### src/rtl/secded13_pkg.sv
// Shared constants, bit placement and reference functions for the 13-bit SECDED (8 data + 5 check bits) code.
package secded13_pkg;

    localparam int DATA_W = 8;
    localparam int CODE_W = 13;

    localparam int P1_POS = 1;
    localparam int P2_POS = 2;
    localparam int P4_POS = 4;
    localparam int P8_POS = 8;

    // Hamming position of data bit d[i]
    localparam int DATA_POS [DATA_W] = '{3, 5, 6, 7, 9, 10, 11, 12};

    // Returns {p8, p4, p2, p1}
    function automatic logic [3:0] secded13_parity_f(input logic [DATA_W-1:0] d);
        logic [3:0] p_s;
        p_s[0] = d[0] ^ d[1] ^ d[3] ^ d[4] ^ d[6];
        p_s[1] = d[0] ^ d[2] ^ d[3] ^ d[5] ^ d[6];
        p_s[2] = d[1] ^ d[2] ^ d[3] ^ d[7];
        p_s[3] = d[4] ^ d[5] ^ d[6] ^ d[7];
        return p_s;
    endfunction

    // Full clean codeword, cw[0] = even overall parity over cw[12:1]
    function automatic logic [CODE_W-1:0] secded13_encode_f(input logic [DATA_W-1:0] d);
        logic [CODE_W-1:0] cw_s;
        logic [3:0]        p_s;
        p_s          = secded13_parity_f(d);
        cw_s         = {CODE_W{1'b0}};
        cw_s[P1_POS] = p_s[0];
        cw_s[P2_POS] = p_s[1];
        cw_s[P4_POS] = p_s[2];
        cw_s[P8_POS] = p_s[3];
        for (int i = 0; i < DATA_W; i++) begin
            cw_s[DATA_POS[i]] = d[i];
        end
        cw_s[0] = ^cw_s[CODE_W-1:1];
        return cw_s;
    endfunction

endpackage

### src/rtl/large_xor.sv
// Wide bitwise XOR block, used to apply the error-injection mask.
module large_xor #(
    parameter int W = 13
) (
    input  logic [W-1:0] a,
    input  logic [W-1:0] b,
    output logic [W-1:0] y
);

    assign y = a ^ b;

endmodule

### src/rtl/secded13_parity.sv
// Combinational Hamming parity generator: data byte to p1/p2/p4/p8.
module secded13_parity
    import secded13_pkg::*;
(
    input  logic [DATA_W-1:0] d,
    output logic              p1,
    output logic              p2,
    output logic              p4,
    output logic              p8
);

    logic [3:0] par_s;

    assign par_s            = secded13_parity_f(d);
    assign {p8, p4, p2, p1} = par_s;

endmodule

### src/rtl/secded_enc13_pipe.sv
// Two-stage valid/ready SECDED encoder: S1 registers data+parity+mask, S2 registers the (optionally corrupted) codeword.
module secded_enc13_pipe
    import secded13_pkg::*;
#(
    parameter int CNT_W = 16
) (
    input  logic              clk,
    input  logic              rst_n,
    input  logic              in_valid,
    output logic              in_ready,
    input  logic [DATA_W-1:0] in_data,
    input  logic [CODE_W-1:0] in_err_mask,
    output logic              out_valid,
    input  logic              out_ready,
    output logic [CODE_W-1:0] out_code,
    output logic [CNT_W-1:0]  word_cnt,
    output logic              inj_flag
);

    logic              s1_v_r;
    logic              s2_v_r;
    logic [DATA_W-1:0] s1_data_r;
    logic [3:0]        s1_par_r;
    logic [CODE_W-1:0] s1_mask_r;
    logic [CODE_W-1:0] out_code_r;
    logic              inj_flag_r;
    logic [CNT_W-1:0]  word_cnt_r;

    logic              s1_load_s;
    logic              s2_load_s;
    logic [3:0]        par_s;
    logic [CODE_W-1:1] body_s;
    logic [CODE_W-1:0] clean_s;
    logic [CODE_W-1:0] coded_s;

    // A stage may load when empty or when its word leaves this cycle
    assign s2_load_s = !s2_v_r || out_ready;
    assign s1_load_s = !s1_v_r || s2_load_s;

    assign in_ready  = s1_load_s;
    assign out_valid = s2_v_r;
    assign out_code  = out_code_r;
    assign inj_flag  = inj_flag_r;
    assign word_cnt  = word_cnt_r;

    secded13_parity u_parity (
        .d  (in_data),
        .p1 (par_s[0]),
        .p2 (par_s[1]),
        .p4 (par_s[2]),
        .p8 (par_s[3])
    );

    // Place registered parity and data bits at their Hamming positions
    always_comb begin
        body_s         = {(CODE_W-1){1'b0}};
        body_s[P1_POS] = s1_par_r[0];
        body_s[P2_POS] = s1_par_r[1];
        body_s[P4_POS] = s1_par_r[2];
        body_s[P8_POS] = s1_par_r[3];
        for (int i = 0; i < DATA_W; i++) begin
            body_s[DATA_POS[i]] = s1_data_r[i];
        end
    end

    // Overall parity is taken before the mask so the mask bit count equals the error count
    assign clean_s = {body_s, ^body_s};

    large_xor #(.W(CODE_W)) u_mask_xor (
        .a (clean_s),
        .b (s1_mask_r),
        .y (coded_s)
    );

    // Pipeline registers and delivered-word counter
    always_ff @(posedge clk) begin
        if (!rst_n) begin
            s1_v_r     <= 1'b0;
            s2_v_r     <= 1'b0;
            s1_data_r  <= {DATA_W{1'b0}};
            s1_par_r   <= 4'b0000;
            s1_mask_r  <= {CODE_W{1'b0}};
            out_code_r <= {CODE_W{1'b0}};
            inj_flag_r <= 1'b0;
            word_cnt_r <= {CNT_W{1'b0}};
        end else begin
            if (s1_load_s) begin
                s1_v_r <= in_valid;
                if (in_valid) begin
                    s1_data_r <= in_data;
                    s1_par_r  <= par_s;
                    s1_mask_r <= in_err_mask;
                end
            end
            if (s2_load_s) begin
                s2_v_r <= s1_v_r;
                if (s1_v_r) begin
                    out_code_r <= coded_s;
                    inj_flag_r <= |s1_mask_r;
                end
            end
            if (s2_v_r && out_ready) begin
                word_cnt_r <= word_cnt_r + {{(CNT_W-1){1'b0}}, 1'b1};
            end
        end
    end

endmodule

### config.mk
export PLATFORM = sky130hd
export DESIGN_NAME = secded_enc13_pipe
export DESIGN_NICKNAME = d
export VERILOG_FILES = /design/src/rtl/secded13_pkg.sv /design/src/rtl/large_xor.sv /design/src/rtl/secded13_parity.sv /design/src/rtl/secded_enc13_pipe.sv
export SDC_FILE = /design/constraint.sdc
export NUM_CORES = 1
export LEC_CHECK = 0
export CORE_ASPECT_RATIO = 1.5
export CORE_MARGIN = 5
export CORE_UTILIZATION = 35
export DETAILED_ROUTE_END_ITERATION = 12
export SYNTH_ARGS = -nofsm -noshare
export SYNTH_HDL_FRONTEND = slang
export SYNTH_SLANG_ARGS = --single-unit
export TNS_END_PERCENT = 1
### constraint.sdc
create_clock -name clk -period 3.8 [get_ports clk]
set_input_delay 0.57 -clock clk [delete_from_list [all_inputs] [get_ports clk]]
set_output_delay 0.57 -clock clk [all_outputs]
set_load 0.02 [all_outputs]
After elaboration in Yosys (flattened, before gate mapping)
Index checks and enable logic that the tools add are counted.
{"block": "word_totals", "out_inout_bits": 32, "elab_cells": 33, "reg_bits": 57}
{"block": "classes", "bitwise": 15, "reduce_logical": 9, "add_sub_neg": 1}
{"operator": "adder 16 x 1 -> 16 bit (second input constant)", "n": 1}
{"operator": "XOR 1 bit", "n": 14}
{"operator": "OR reduction 13 bit", "n": 1}
{"operator": "XOR 13 bit", "n": 1}
{"operator": "XOR reduction 12 bit", "n": 1}
{"operator": "AND reduction 2 bit", "n": 2}
{"operator": "logical NOT 1 bit", "n": 2}
{"operator": "logical OR 1 bit", "n": 2}
{"operator": "logical AND 1 bit", "n": 1}

Logic depth before layout (Yosys ltp)
{"block": "logic_depth", "word_depth": 4, "ltp_mapped": 6}

Hierarchy
Synthesis repeated with hierarchy kept, for this count alone.
{"block": "unflattened", "hier_cells": 303, "hier_area_um2": 2502.4}
{"module": "secded_enc13_pipe", "n_inst": 1, "area_per_inst_um2": 2264.7, "cells_each": 280, "seq_area_each_um2": 1141.1}
{"module": "secded13_parity", "n_inst": 1, "area_per_inst_um2": 123.9, "cells_each": 10, "seq_area_each_um2": 0.0}
{"module": "large_xor", "n_inst": 1, "area_per_inst_um2": 113.9, "cells_each": 13, "seq_area_each_um2": 0.0}

Worst setup path before layout
OpenSTA, ideal clock, no wires.
{"block": "synth_timing", "path_kind": "register to register", "start": "reg word_cnt_r[4] (netlist: word_cnt[4])", "end": "reg word_cnt_r[15] (netlist: word_cnt[15])", "period_less_slack_ns": 1.786, "n_path_buf": 0, "required_time_ns": 3.730, "stages_incl_launch_ff": 5, "setup_slack_ns": 2.014, "t_arrival_ns": 1.716, "path_cell_list": "dfxtp_1 > nand4_2 > or4_4 > or3_1 > a21oi_1"}
{"block": "synth_between", "elab_chain_cells": 1}
{"item": "start, declared", "line_no": "secded_enc13_pipe.sv:27", "text": "logic [CNT_W-1:0] word_cnt_r;"}
{"item": "start signal, assigned", "line_no": "secded_enc13_pipe.sv:85", "text": "word_cnt_r <= {CNT_W{1'b0}};"}
{"item": "start signal, assigned", "line_no": "secded_enc13_pipe.sv:103", "text": "word_cnt_r <= word_cnt_r + {{(CNT_W-1){1'b0}}, 1'b1};"}
{"item": "adder 16 x 1 -> 16 bit", "line_no": "secded_enc13_pipe.sv:103"}
No other way between the ends.
A chain may end at the register's enable or synchronous reset.

Worst setup path in the final report
{"block": "layout_timing", "start": "in out_ready", "end": "out in_ready"}
{"block": "layout_between", "elab_chain_cells": 2}
{"item": "start, declared", "line_no": "secded_enc13_pipe.sv:14", "text": "input logic out_ready,"}
{"item": "logical OR 1 bit", "line_no": "secded_enc13_pipe.sv:37", "text": "assign s2_load_s = !s2_v_r || out_ready;"}
{"item": "logical OR 1 bit", "line_no": "secded_enc13_pipe.sv:38", "text": "assign s1_load_s = !s1_v_r || s2_load_s;"}
{"item": "end, declared", "line_no": "secded_enc13_pipe.sv:10", "text": "output logic in_ready,"}
No other way between the ends.

==> impl_metrics.yaml <==
synthesis:
  synth_seq_cells: 57
  synth_cell_types: 33
  async_reset_ff_share_pct: 0
  synthFlopType: "dfxtp_1"
  yosys-top-cells-area: "dfxtp_1, xnor2_1, nand2_1, a21oi_1, a211oi_1"
  synth_warnings: 0
  ys_seq_area_share_pct: 46.2
  syn-mean-instance-area_sq_um: 8.81
  synth_top_area_share_pct: 46.2
  synth_top_cell_by_area: "dfxtp_1"
  synth_nets: 306
  synth-edff-count: 0
  synth_area_sq_um: 2470
  synth_cells: 280
clocking:
  cts.clk_slew.worst_paths_ns: 0.06
  holdBufCountCts: 0
  insertion_delay_ns: 0.32
  cts.htree.levels: 3
  cts_buffers: 9
  clockBufferDepth: 2
  cts_tree: "done"
  cts_root_buf: "clkbuf_8"
  cts_resized: 0
  postCtsSetupRepairBufs: 0
  cts_num_sinks: 57
floorplan:
  die_h_microns: 113
  num_rows: 37
  die_x_microns: 78.6
  ios: 57
  fp.dieArea_sq_um: 8860
  start_util_pct: 36.0
  core-area_sq_um: 6850
timing:
  setup_viol: 0
  timing.slew.headroom_pct: 38.4
  finalCritPeriodShare_pct: 68.4
  worst_pin_slew_ns: 0.923
  clock_skew_ns: 0.00778
  finalHoldViolCount: 0
  clock.fmax_mhz: 385
  min_period_ns: 2.60
  grt_setup_unrepaired: "false"
  finalSetupTns_ns: 0
  slew_viol_final: 0
hold_path:
  whs_path_depth: 2
  hold_class: "reg2reg"
global_routing:
  grt_first_pass_wirelength_microns: 9490
  grt_max_degree: 56
  grt_antenna_before_repair: 0
  track_usage_pct: 13.7
  overflow: 0
  grt_pass1_vias: 2011
routing:
  drtPass1Iterations: 4
  wire_per_inst_microns: 13.5
  vias_per_cell: 4.88
  antenna_left: 0
  vias: 2036
  drt_iter0_drc: 94
  drc: 0
  drt-total-wl_microns: 5630
setup_path:
  required_ns: 3.23
  startpoint_type: "primary input"
  critPathCapture: "in_ready"
  cp-end-kind: "output pin"
  r2r_setup_slack_ns: 1.99
  critPathLaunch: "out_ready"
  crit_fanout: 8
  cpLargestDelayFamily: "buffers and inverters"
  reg2reg_to: "word_cnt[15]"
  crit_cells: 3
  arrival_ns: 2.03
  path_cells: "clkdlybuf4s50_1, nand3b_1, clkdlybuf4s50_1"
  crit_slowest_cell: "clkdlybuf4s50_1"
  cp_common_cell: "clkdlybuf4s50_1"
  r2r_cells: 4
  r2r-start: "out_valid"
  critPathMaxStageDelay_ns: 0.63
  worst-path-buf-inv: 2
  worst-setup-path-type: "in2out"
final_layout:
  final_cells: 417
  layout_commonest_cell: "dfxtp_1"
  fillers: 690
  stdcell_area_sq_um: 3310
  final_cell_mix: "dfxtp_1, nand2_1, clkdlybuf4s50_1"
  layout.nets: 361
  num_antenna_cells: 0
  area_growth_pct: 34.2
  drive_above_1_share_pct: 6.19
power_and_ir_drop:
  powerDensity_nw_per_um2: 458
  p_leak_uw: 0.00118
  finalPower_uw: 1510
  ir_drop_mv: 0.305
place:
  dpl_cell_area_sq_um: 3080
  dp_cells: 402
  gp_congestion: 0.728
  port_buffers: 56
  hpwl_microns: 4000
flow_run:
  drv_cap: 0
outcome:
  status: "finished clean"
-- synthesized netlist by cell type (all sizes together), types with 2 or more instances --
cell,n
and2,2
nand4,5
a21oi,29
or4,2
clkbuf,6
or3,3
buf,7
nor3,4
nor4,4
dfxtp,57
xnor2,30
nand2,56
xnor3,4
inv,4
xor2,8
nand3,6
nor2,26
o21ai,4
and4,2
a211oi,14
-- area by class of cell --
cell class	instances	area [sq um]	area share, %
multi-input cells	206	1260	38.1
flip-flops and latches	57	1140	34.5
repair buffers	57	568	17.2
clock buffers	13	169	5.10
well taps	78	97.6	2.95
clock inverters	2	60.1	1.81
inverters	4	15.0	0.454
-- where the power goes --
part | internal [uW] | switching [uW]
combinational | 119 | 96.3
clock | 420 | 223
sequential | 630 | 27.6
-- per-stage QoR --
stage	hold WS, ns	util [%]	setup WS, ns
after detailed placement	0.458	45.0	1.19
after global placement	0.454	45.0	1.21
final	0.460	48.3	1.20
after CTS	0.469	48.3	1.19
after global routing	0.504	48.3	1.14
after floorplan	0.434	-	2.01
-- cells by family (layout without fill, tap and decap cells) --
logic type	Yosys count	count (layout)	synth area share, %
AO/OA/AOI/OAI	49	49	11.6
XOR/XNOR	43	43	18.1
adder cells (fa/ha/maj)	1	1	0.507
buffers and inverters	17	76	2.69
flip-flops	57	57	46.2
AND/OR/NAND/NOR	113	113	20.9
-- worst register-to-register path: stages (launching register included) --
cell	delay, ns
dfxtp_1	0.48
nand3_2	0.17
or4_4	0.58
or3_1	0.36
a21oi_1	0.14
-- routing by layer --
layer  global-route usage, %  vias to the layer above  wire (microns)
met4                    5.60                        0              87
met5                       0                        -               0
met1                    15.8                      917            2420
li1                        -                     1061               -
met3                    5.10                        8             364
met2                    22.6                       50            2760
-- flip-flops by register name (all words and copies together), names as in the netlist --
name,flops
word_cnt,16
s1_par_r,4
out_code,13
inj_flag,1
out_valid,1
s1_mask_r,13
s1_data_r,8
s1_v_r,1
-- worst min-delay path by stage --
stage	startpoint	slack, ns	to
floorplan	s1_v_r	0.43	out_valid
global placement	s1_v_r	0.45	out_valid
detailed placement	s1_v_r	0.46	out_valid
CTS	s1_v_r	0.47	out_valid
global route	s1_v_r	0.50	out_valid
finish	s1_v_r	0.46	out_valid
No activity file was read; power rests on OpenSTA's default activity.
